--- src/rtl/aes_block_loader.sv ---
// Byte-serial loader feeding the AES-128 core: packs 16 bytes into a block
// and holds it on a valid/ready output until the consumer takes it.
module aes_block_loader #(
  parameter logic [7:0] PAD_BYTE = 8'h00
) (
  input  logic         clk,
  input  logic         rst_n,
  input  logic [7:0]   in_byte,
  input  logic         in_valid,
  input  logic         in_last,
  output logic         in_ready,
  output logic [127:0] blk_data,
  output logic         blk_valid,
  input  logic         blk_ready,
  output logic [4:0]   blk_len,
  output logic         blk_last
);

  typedef enum logic {FILL, HOLD} state_t;

  state_t       state_q, state_d;
  logic [3:0]   cnt_q, cnt_d;
  logic [127:0] data_q, data_d;
  logic [4:0]   len_q, len_d;
  logic         last_q, last_d;
  logic         valid_q, valid_d;

  always_comb begin
    state_d = state_q;
    cnt_d   = cnt_q;
    data_d  = data_q;
    len_d   = len_q;
    last_d  = last_q;
    valid_d = valid_q;
    unique case (state_q)
      FILL: begin
        if (in_valid) begin
          for (int k = 0; k < 16; k++) begin
            if (cnt_q == 4'(k)) data_d[127-8*k -: 8] = in_byte;
          end
          cnt_d = cnt_q + 4'd1;
          if (in_last || cnt_q == 4'd15) begin
            state_d = HOLD;
            valid_d = 1'b1;
            len_d   = {1'b0, cnt_q} + 5'd1;
            last_d  = in_last;
          end
        end
      end
      HOLD: begin
        if (blk_ready) begin
          state_d = FILL;
          cnt_d   = 4'd0;
          data_d  = {16{PAD_BYTE}};
          len_d   = 5'd0;
          last_d  = 1'b0;
          valid_d = 1'b0;
        end
      end
      default: state_d = FILL;
    endcase
  end

  always_ff @(posedge clk) begin
    if (!rst_n) begin
      state_q <= FILL;
      cnt_q   <= 4'd0;
      data_q  <= {16{PAD_BYTE}};
      len_q   <= 5'd0;
      last_q  <= 1'b0;
      valid_q <= 1'b0;
    end else begin
      state_q <= state_d;
      cnt_q   <= cnt_d;
      data_q  <= data_d;
      len_q   <= len_d;
      last_q  <= last_d;
      valid_q <= valid_d;
    end
  end

  // Held low during reset so upstream never sees a byte taken then dropped.
  assign in_ready  = rst_n & (state_q == FILL);
  assign blk_data  = data_q;
  assign blk_valid = valid_q;
  assign blk_len   = len_q;
  assign blk_last  = last_q;

endmodule
--- config.mk ---
export PLATFORM = sky130hd
export DESIGN_NAME = aes_block_loader
export DESIGN_NICKNAME = d
export VERILOG_FILES = /design/src/rtl/aes_block_loader.sv
export SDC_FILE = /design/constraint.sdc
export NUM_CORES = 1
export LEC_CHECK = 0
export ABC_AREA = 0
export CORE_AREA = 2 2 145 147
export DETAILED_ROUTE_END_ITERATION = 12
export DIE_AREA = 0 0 147 149
export PLACE_DENSITY_LB_ADDON = 0.15
export SLEW_MARGIN = 20
export SYNTH_ARGS = -nofsm -noshare
export SYNTH_HDL_FRONTEND = slang
export SYNTH_SLANG_ARGS = --single-unit
export TNS_END_PERCENT = 10
--- constraint.sdc ---
create_clock -name clk -period 1.8 [get_ports clk]
set_input_delay 0.36 -clock clk [delete_from_list [all_inputs] [get_ports clk]]
set_output_delay 0.36 -clock clk [all_outputs]
set_load 0.005 [all_outputs]
Yosys cells after proc, flatten, opt, wreduce, memory -nomap -nowiden
Index checks and enable logic that the tools add are counted.
Storage, ports and cells
  word-level logic and storage cells: 116
  output and inout bits: 136
  bits of input ports: 13
  register bits after elaboration: 140
Cells by class
  add/subtract/negate cells: 2
  mux-type cells: 37
  bitwise logic cells: 2
  equal/unequal tests: 34
  reductions and logical operators: 20
Operator list (count)
  128-bit two-way mux: 2
  128-bit case mux with 2 select lines: 1
  8-bit two-way mux: 16
  3-bit AND reduction: 17
  2-bit inequality test, second input constant: 19
  4-bit == test, second input constant: 8
  4-bit by 3-bit == test with 1-bit output, second input constant: 4
  5-bit two-way mux: 3
  5-bit case mux with 2 select lines: 1
  4-bit by 2-bit == test with 1-bit output, second input constant: 2
  1-bit two-way mux: 8
  4-bit two-way mux: 2
  4-bit case mux with 2 select lines: 1
  1-bit case mux with 2 select lines: 3
  4-bit by 1-bit adder with 5-bit output, second input constant: 1
  4-bit by 1-bit adder with 4-bit output, second input constant: 1
  4-bit by 1-bit == test with 1-bit output, second input constant: 1
  4-bit logical NOT: 1
  2-bit AND reduction: 1
  1-bit AND: 1
  1-bit logical OR: 1
  1-bit NOT: 1

Longest topological paths before layout
Gate-level depths: netlist (run 1).
  depth in word-level cells: 5
  mapped depth: 7
  gate-level depth less buffers: 6

Worst setup path before layout (run 1)
OpenSTA, ideal clock, no wires.
  path type: register to register
  from: reg cnt_q[0]
  to: reg data_q[32] (netlist: blk_data[32])
  path buffers: 1
  required time: 1.678 ns
  clock period less this slack: 1.522 ns
  arrival: 1.400 ns
  setup time: 0.122 ns
  cell stages (with the launch flop): 7
  slack: 0.278 ns
  path through: dfxtp_1 > ha_1 > nand3b_4 > or2_2 > buf_2 > nand3_1 > a21boi_0
On the way
  cells in the longest elaborated chain, start to end: 3
Ends and longest elaborated chain
  start, declared: RTL line 22  | logic [3:0] cnt_q, cnt_d;
  start signal, assigned: RTL line 74  | cnt_q <= cnt_d;
  4-bit == test: RTL line 39  | if (cnt_q == 4'(k)) data_d[127-8*k -: 8] = in_byte;
  2-bit inequality test (no line)
  3-bit AND reduction (no line)
  end signal, assigned: RTL line 68  | data_q <= {16{PAD_BYTE}};
  end signal, assigned: RTL line 75  | data_q <= data_d;
  end, declared: RTL line 23  | logic [127:0] data_q, data_d;
No other way between the ends.
A chain may end at the register's enable or synchronous reset.

Worst setup path in the final report (run 1)
  from: reg data_q[113] (netlist: blk_data[113])
  to: out blk_data[113]
RTL lines
  end, declared: RTL line 12  | output logic [127:0] blk_data,
No word-level cell between the ends.

==> impl_summary.log, run 1 <==
INFO  metric run_status = finished clean
INFO  metric aggregate_global_route_resource_usage = 18.0%
INFO  metric grt_antenna_before_repair = 0
INFO  metric post-cts-setup-buffer-count = 0
INFO  metric postSynthCellCount = 675
INFO  metric core_area = 0.0206 sq mm
INFO  metric synth_edf_count = 0
INFO  metric worstPathMaxFanout = 2
INFO  metric synthesized_cell_area = 0.00598 sq mm
INFO  metric initial_core_util = 29.1%
INFO  metric placed_wire_length_estimate = 13.0 mm
INFO  metric ir_drop = 0.000689 V
INFO  metric criticalPathCategory = flip-flop to output pin
INFO  metric drc = 0
INFO  metric unique_masters_post_synth = 40
INFO  metric crit_path_top_delay_cell = sky130_fd_sc_hd__clkdlybuf4s50_1
INFO  metric synth_largest_type_area_fraction = 46.9%
INFO  metric drt_pass1_iterations = 4
INFO  metric post_synth.cell_area_avg = 8.86 sq um
INFO  metric synth-main-ff-cell = sky130_fd_sc_hd__dfxtp_1
INFO  metric via_per_inst = 4.74
INFO  metric fin_nets = 844
INFO  metric critical_path_cell_by_cell = clkdlybuf4s50_1
INFO  metric detail_route.wl_per_cell = 17.6 um
INFO  metric max_slew_margin = 67.1%
INFO  metric max-clock-path-buffers = 2
INFO  metric worst_ep_required_time = 1.44 ns
INFO  metric dieWidth = 147 um
INFO  metric synth.yosys.warnings = 0
INFO  metric post-synth-top-count-cell = sky130_fd_sc_hd__dfxtp_1
INFO  metric timing.hold.worst.class = flip-flop to flip-flop
INFO  metric place_area = 0.00798 sq mm
INFO  metric design.portCount = 149
INFO  metric global_route_wire_length_before_repair = 30.1 mm
INFO  metric rsz_0062_raised_after_global_routing = no
INFO  metric syn-num-nets = 692
INFO  metric final_area = 0.00857 sq mm
INFO  metric num-fill-cells = 2063
INFO  metric postRouteWirelength = 19.6 mm
INFO  metric cts.clk_slew.worst_paths = 0.06 ns
INFO  metric drive_above_1_share = 13.7%
INFO  metric die_h = 149 um
INFO  metric tritoncts = built
INFO  metric worst_setup_path_start_kind = flip-flop
INFO  metric p_per_area = 842 mW/mm^2
INFO  metric globalRoute.totalOverflow = 0
INFO  metric clock-skew-final = 0.00611 ns
INFO  metric post-synth-top-area-cell = sky130_fd_sc_hd__dfxtp_1
INFO  metric worst_skew_late_latency = 0.42 ns
INFO  metric crit_arrival = 1.35 ns
INFO  metric timing.critical_path.to_type = output pin
INFO  metric timing_limited_maximum_frequency = 0.585 GHz
INFO  metric post-route-min-period = 1.71 ns
INFO  metric drtAntennaViolNets = 0
INFO  metric area_delta_synth_final = 43.3%
INFO  metric numCtsBuffers = 17
INFO  metric tightest_slew = 0.493 ns
INFO  metric synth-seq-area-share = 46.9%
INFO  metric routabilityCongestion = 0.793
INFO  metric setup-tns-final = 0 ns
INFO  metric die_area = 0.0219 sq mm
INFO  metric antenna-diode-count = 0
INFO  metric post-route-util = 41.7%
INFO  metric timing.critical_path.buf_inv = 1
INFO  metric slew_violations = 0
INFO  metric number_of_buffers_inserted_by_port_buffering = 148
INFO  metric final_hold_violation_count = 0
INFO  metric synth_top_cells_by_area = sky130_fd_sc_hd__dfxtp_1, sky130_fd_sc_hd__a21boi_0, sky130_fd_sc_hd__nand3_1
INFO  metric synth_async_sr_flop_share = 0%
INFO  metric max_cap_viols = 0
INFO  metric synth_seq_cells = 140
INFO  metric post-route-period-util = 94.9%
INFO  metric cts.sink_count = 140
INFO  metric cts_root_buffer = sky130_fd_sc_hd__clkbuf_16
INFO  metric max_stage_delay = 0.53 ns
INFO  metric finalSetupViolCount = 0
INFO  metric power.static_leakage = 0.00290 uW
INFO  metric first_iter_violations = 257
INFO  metric post_cts_hold_buffer_count = 0
INFO  metric grt_pass1_vias = 5240
INFO  metric vias = 5277
INFO  metric cp_delay_by_family_top = buffers and inverters
INFO  metric synth.cells.most_frequent = sky130_fd_sc_hd__dfxtp_1, sky130_fd_sc_hd__nand3_1, sky130_fd_sc_hd__nand2_1
INFO  metric cts_htree_levels = 4
INFO  metric floorplan.rows = 53
INFO  metric largest_net_degree_at_the_start_of_global_routing = 141
-- per-layer routing --
layer | track usage [%] | vias up | part of all wire (%)
met3 | 5.35 | 25 | 6.9
met2 | 29.7 | 144 | 46
met4 | 6.20 | 0 | 1.8
met1 | 22.5 | 2517 | 45
li1 | - | 2591 | -
met5 | 0 | - | 0
-- kinds of logic after synthesis --
kind of cell               count (synthesis)  share of synthesized area, %
and+or+nand+nor                          320                          27.1
DFF                                      140                          46.9
AOI/OAI and AO/OA                        135                          17.1
buffers and inverters                     64                          6.04
muxes                                     11                          1.86
adders and majority gates                  4                         0.837
xor gates and xnor gates                   1                         0.146
-- cell type report --
class                      count  area [sq um]  area share, %
multi-input combinational    471          2830           33.0
sequential                   140          2810           32.7
timing repair buffer         194          2000           23.3
clock buffer                  26           529           6.17
tap                          275           344           4.01
clock inverter                 5          55.1          0.642
inverter                       3          11.3          0.131
-- final timing paths --
check             slack, ns          start             to  cells after the start
setup / recovery       0.09  blk_data[113]  blk_data[113]                      1
hold / removal         0.47   blk_data[79]   blk_data[79]                      2
setup reg to reg       0.13       cnt_q[0]   blk_data[32]                      5
hold reg to reg        0.47   blk_data[79]   blk_data[79]                      2
-- through the flow --
stage	setup WS, ns	hold slack, ns	std cells	total power, uW
final	0.0912	0.470	1114	7220
after detailed placement	-0.200	0.462	1083	3830
after CTS	0.0558	0.473	1114	7310
after global routing	0.0359	0.500	1114	7490
after global placement	-0.171	0.459	1083	3820
after floorplan	0.278	0.459	675	3530
-- state kept, by name (all words and copies together) (netlist names) --
| name | cells |
|---|---|
| blk_data | 128 |
| blk_last | 1 |
| blk_len | 5 |
| blk_valid | 1 |
| cnt_q | 4 |
| state_q | 1 |
-- cell usage in the layout (no fill, tap or decap), types with 3 or more instances in the layout --
master | Yosys | layout
sky130_fd_sc_hd__buf_12 | 0 | 14
sky130_fd_sc_hd__nand2_1 | 124 | 124
sky130_fd_sc_hd__clkdlybuf4s50_1 | 0 | 146
sky130_fd_sc_hd__nand3_1 | 128 | 128
sky130_fd_sc_hd__a21boi_0 | 117 | 117
sky130_fd_sc_hd__and2b_2 | 9 | 9
sky130_fd_sc_hd__inv_1 | 3 | 3
sky130_fd_sc_hd__buf_4 | 6 | 33
sky130_fd_sc_hd__nor2_1 | 14 | 14
sky130_fd_sc_hd__a21boi_1 | 9 | 9
sky130_fd_sc_hd__dfxtp_1 | 140 | 139
sky130_fd_sc_hd__clkbuf_8 | 4 | 7
sky130_fd_sc_hd__nor2b_1 | 13 | 12
sky130_fd_sc_hd__ha_1 | 4 | 3
sky130_fd_sc_hd__nor3_2 | 3 | 3
sky130_fd_sc_hd__mux2i_1 | 10 | 10
sky130_fd_sc_hd__clkbuf_16 | 0 | 17
sky130_fd_sc_hd__or2_2 | 11 | 11
sky130_fd_sc_hd__nand3b_4 | 4 | 4
-- worst min-delay path, stage by stage, from the launching register on --
cell and delay, ns:
sky130_fd_sc_hd__dfxtp_1 0.31, sky130_fd_sc_hd__nand3_1 0.06, sky130_fd_sc_hd__a21boi_1 0.05
-- timing repair --
item | 4_1_cts | 5_1_grt
gates resized for setup | 5 | 2
cloned | 0 | 0
endpoints found under the setup margin | 1 | 6
pin swaps | 0 | 0
-- where the power goes --
part / switching (uW) / internal [uW]
Combinational: 321 / 276
Clock: 1310 / 2150
Sequential: 28.4 / 3140
(Power assumes the default switching activity.)
==> run 2, diff against run 1 <==
- CORE_AREA: 2 2 145 147 -> 2 2 203 105
- CTS_CLUSTER_SIZE: unset -> 10
- DIE_AREA: 0 0 147 149 -> 0 0 205 107
- clock period: 1.8 -> 2.1 ns (I/O delays scaled with it)
==> run 2 against run 1 <==
  * Via count grew 1.2%
  * Clock skew barely moved
  * Clock power fell by 3%
  * Cell count decreased by 1.8%
  * Critical path type unchanged
  * First-iteration DRC count shrank 5.8%
  * Non-clock buffer count is 19 lower
  * Total power is 9.8% lower
  * Largest power group unchanged
  * Sequential share of layout area rose by 0.67 points
  * Register-to-register slack improved by 0.21 ns
==> impl_summary.log, run 2 (synthesis results as in run 1) <==
INFO  metric run_status = finished clean
INFO  metric postRouteWirelength = 20.3 mm
INFO  metric placed_wire_length_estimate = 13.4 mm
INFO  metric ir_drop = 0.000566 V
INFO  metric fin_nets = 825
INFO  metric timing.critical_path.to_type = output pin
INFO  metric worst_skew_late_latency = 0.42 ns
INFO  metric routabilityCongestion = 0.828
INFO  metric post-cts-setup-buffer-count = 0
INFO  metric layout.cells.most_common_list = sky130_fd_sc_hd__clkdlybuf4s50_1, sky130_fd_sc_hd__dfxtp_1, sky130_fd_sc_hd__nand3_1
INFO  metric rsz_0062_raised_after_global_routing = no
INFO  metric largest_net_degree_at_the_start_of_global_routing = 141
INFO  metric grt_pass1_vias = 5011
INFO  metric crit_arrival = 1.49 ns
INFO  metric detail_route.wl_per_cell = 18.6 um
INFO  metric max_slew_margin = 59.7%
INFO  metric setup-tns-final = 0 ns
INFO  metric vias = 5341
INFO  metric max_cap_viols = 0
INFO  metric cts.sink_count = 140
INFO  metric cts.clk_slew.worst_paths = 0.06 ns
INFO  metric grt_antenna_before_repair = 1
INFO  metric post-route-min-period = 1.91 ns
INFO  metric cts_htree_levels = 4
INFO  metric drive_above_1_share = 11.3%
INFO  metric die_area = 0.0219 sq mm
INFO  metric design.portCount = 149
INFO  metric tritoncts = built
INFO  metric timing_limited_maximum_frequency = 0.523 GHz
INFO  metric tightest_slew = 0.605 ns
INFO  metric post_cts_resized = 1
INFO  metric layout_commonest_cell = sky130_fd_sc_hd__clkdlybuf4s50_1
INFO  metric via_per_inst = 4.88
INFO  metric finalSetupViolCount = 0
INFO  metric worst_setup_path_start_kind = flip-flop
INFO  metric floorplan.rows = 37
INFO  metric number_of_buffers_inserted_by_port_buffering = 148
INFO  metric area_delta_synth_final = 40.3%
INFO  metric dieWidth = 205 um
INFO  metric p_per_area = 776 mW/mm^2
INFO  metric fin_ws = 0.187 ns
INFO  metric post-route-util = 41.6%
INFO  metric first_iter_violations = 242
INFO  metric die_h = 107 um
INFO  metric total_power = 6520 uW
INFO  metric rrSetupSlack = 0.34 ns
INFO  metric criticalPathCategory = flip-flop to output pin
INFO  metric drc = 0
INFO  metric drt_pass1_iterations = 5
INFO  metric worst_ep_required_time = 1.68 ns
INFO  metric max-clock-path-buffers = 2
INFO  metric final_hold_violation_count = 0
INFO  metric place_worst_setup_slack = 0.000471 ns
INFO  metric global_route_wire_length_before_repair = 30.4 mm
INFO  metric aggregate_global_route_resource_usage = 18.8%
INFO  metric cts_root_buffer = sky130_fd_sc_hd__clkbuf_16
INFO  metric numCtsBuffers = 17
INFO  metric initial_core_util = 29.6%
INFO  metric worstPathMaxFanout = 20
INFO  metric post_cts_hold_buffer_count = 0
INFO  metric drtAntennaViolNets = 0
INFO  metric largest_register_ff_count = 128
INFO  metric power.static_leakage = 0.00281 uW
INFO  metric core_area = 0.0202 sq mm
INFO  metric post-route-period-util = 91.1%
INFO  metric slew_violations = 0
INFO  metric clock-skew-final = 0.00571 ns
INFO  metric timing.hold.worst.class = flip-flop to flip-flop
INFO  metric globalRoute.totalOverflow = 0
## run 2: power breakdown
| part | internal, uW | total (uW) | switching (uW) |
|---|---|---|---|
| registers | 2690 | 2720 | 28.8 |
| clock network | 2170 | 3340 | 1170 |
| logic | 192 | 462 | 271 |
| total | 5050 | 6520 | 1470 |
## run 2: routing by layer
layer / share of wire [%] / wire length [um] / GRT usage [%]
met5: 0 / 0 / 0
met4: 1.8 / 364 / 6.58
met3: 7.3 / 1480 / 5.90
met2: 41 / 8390 / 26.7
met1: 50 / 10100 / 26.5
## run 2: cell type report
class	count	area [sq um]
fill	1991	11800
multi-input combinational	471	2820
sequential	140	2800
timing repair buffer	175	1770
clock buffer	21	460
tap	273	342
clock inverter	10	188
inverter	3	11.3
antenna	1	2.50
## run 2: metrics by stage
step	hold slack (ns)	std cells	instance area, sq um
after floorplan	0.459	675	5980
after global placement	0.462	1062	7740
final	0.465	1094	8390
after global routing	0.489	1093	8390
after CTS	0.468	1093	8390
after detailed placement	0.461	1062	7740
## run 2: final timing paths
kind,start,to,depth (start not counted)
setup / recovery,state_q,in_ready,2
hold reg to reg,blk_len[1],blk_len[1],2
setup reg to reg,cnt_q[0],blk_len[1],5
hold / removal,blk_len[1],blk_len[1],2
## run 2: worst max-delay path: stages, from the launching register on
cell and delay (ns):
sky130_fd_sc_hd__dfxtp_2 0.53, sky130_fd_sc_hd__nor2b_1 0.08, sky130_fd_sc_hd__clkdlybuf4s50_1 0.46
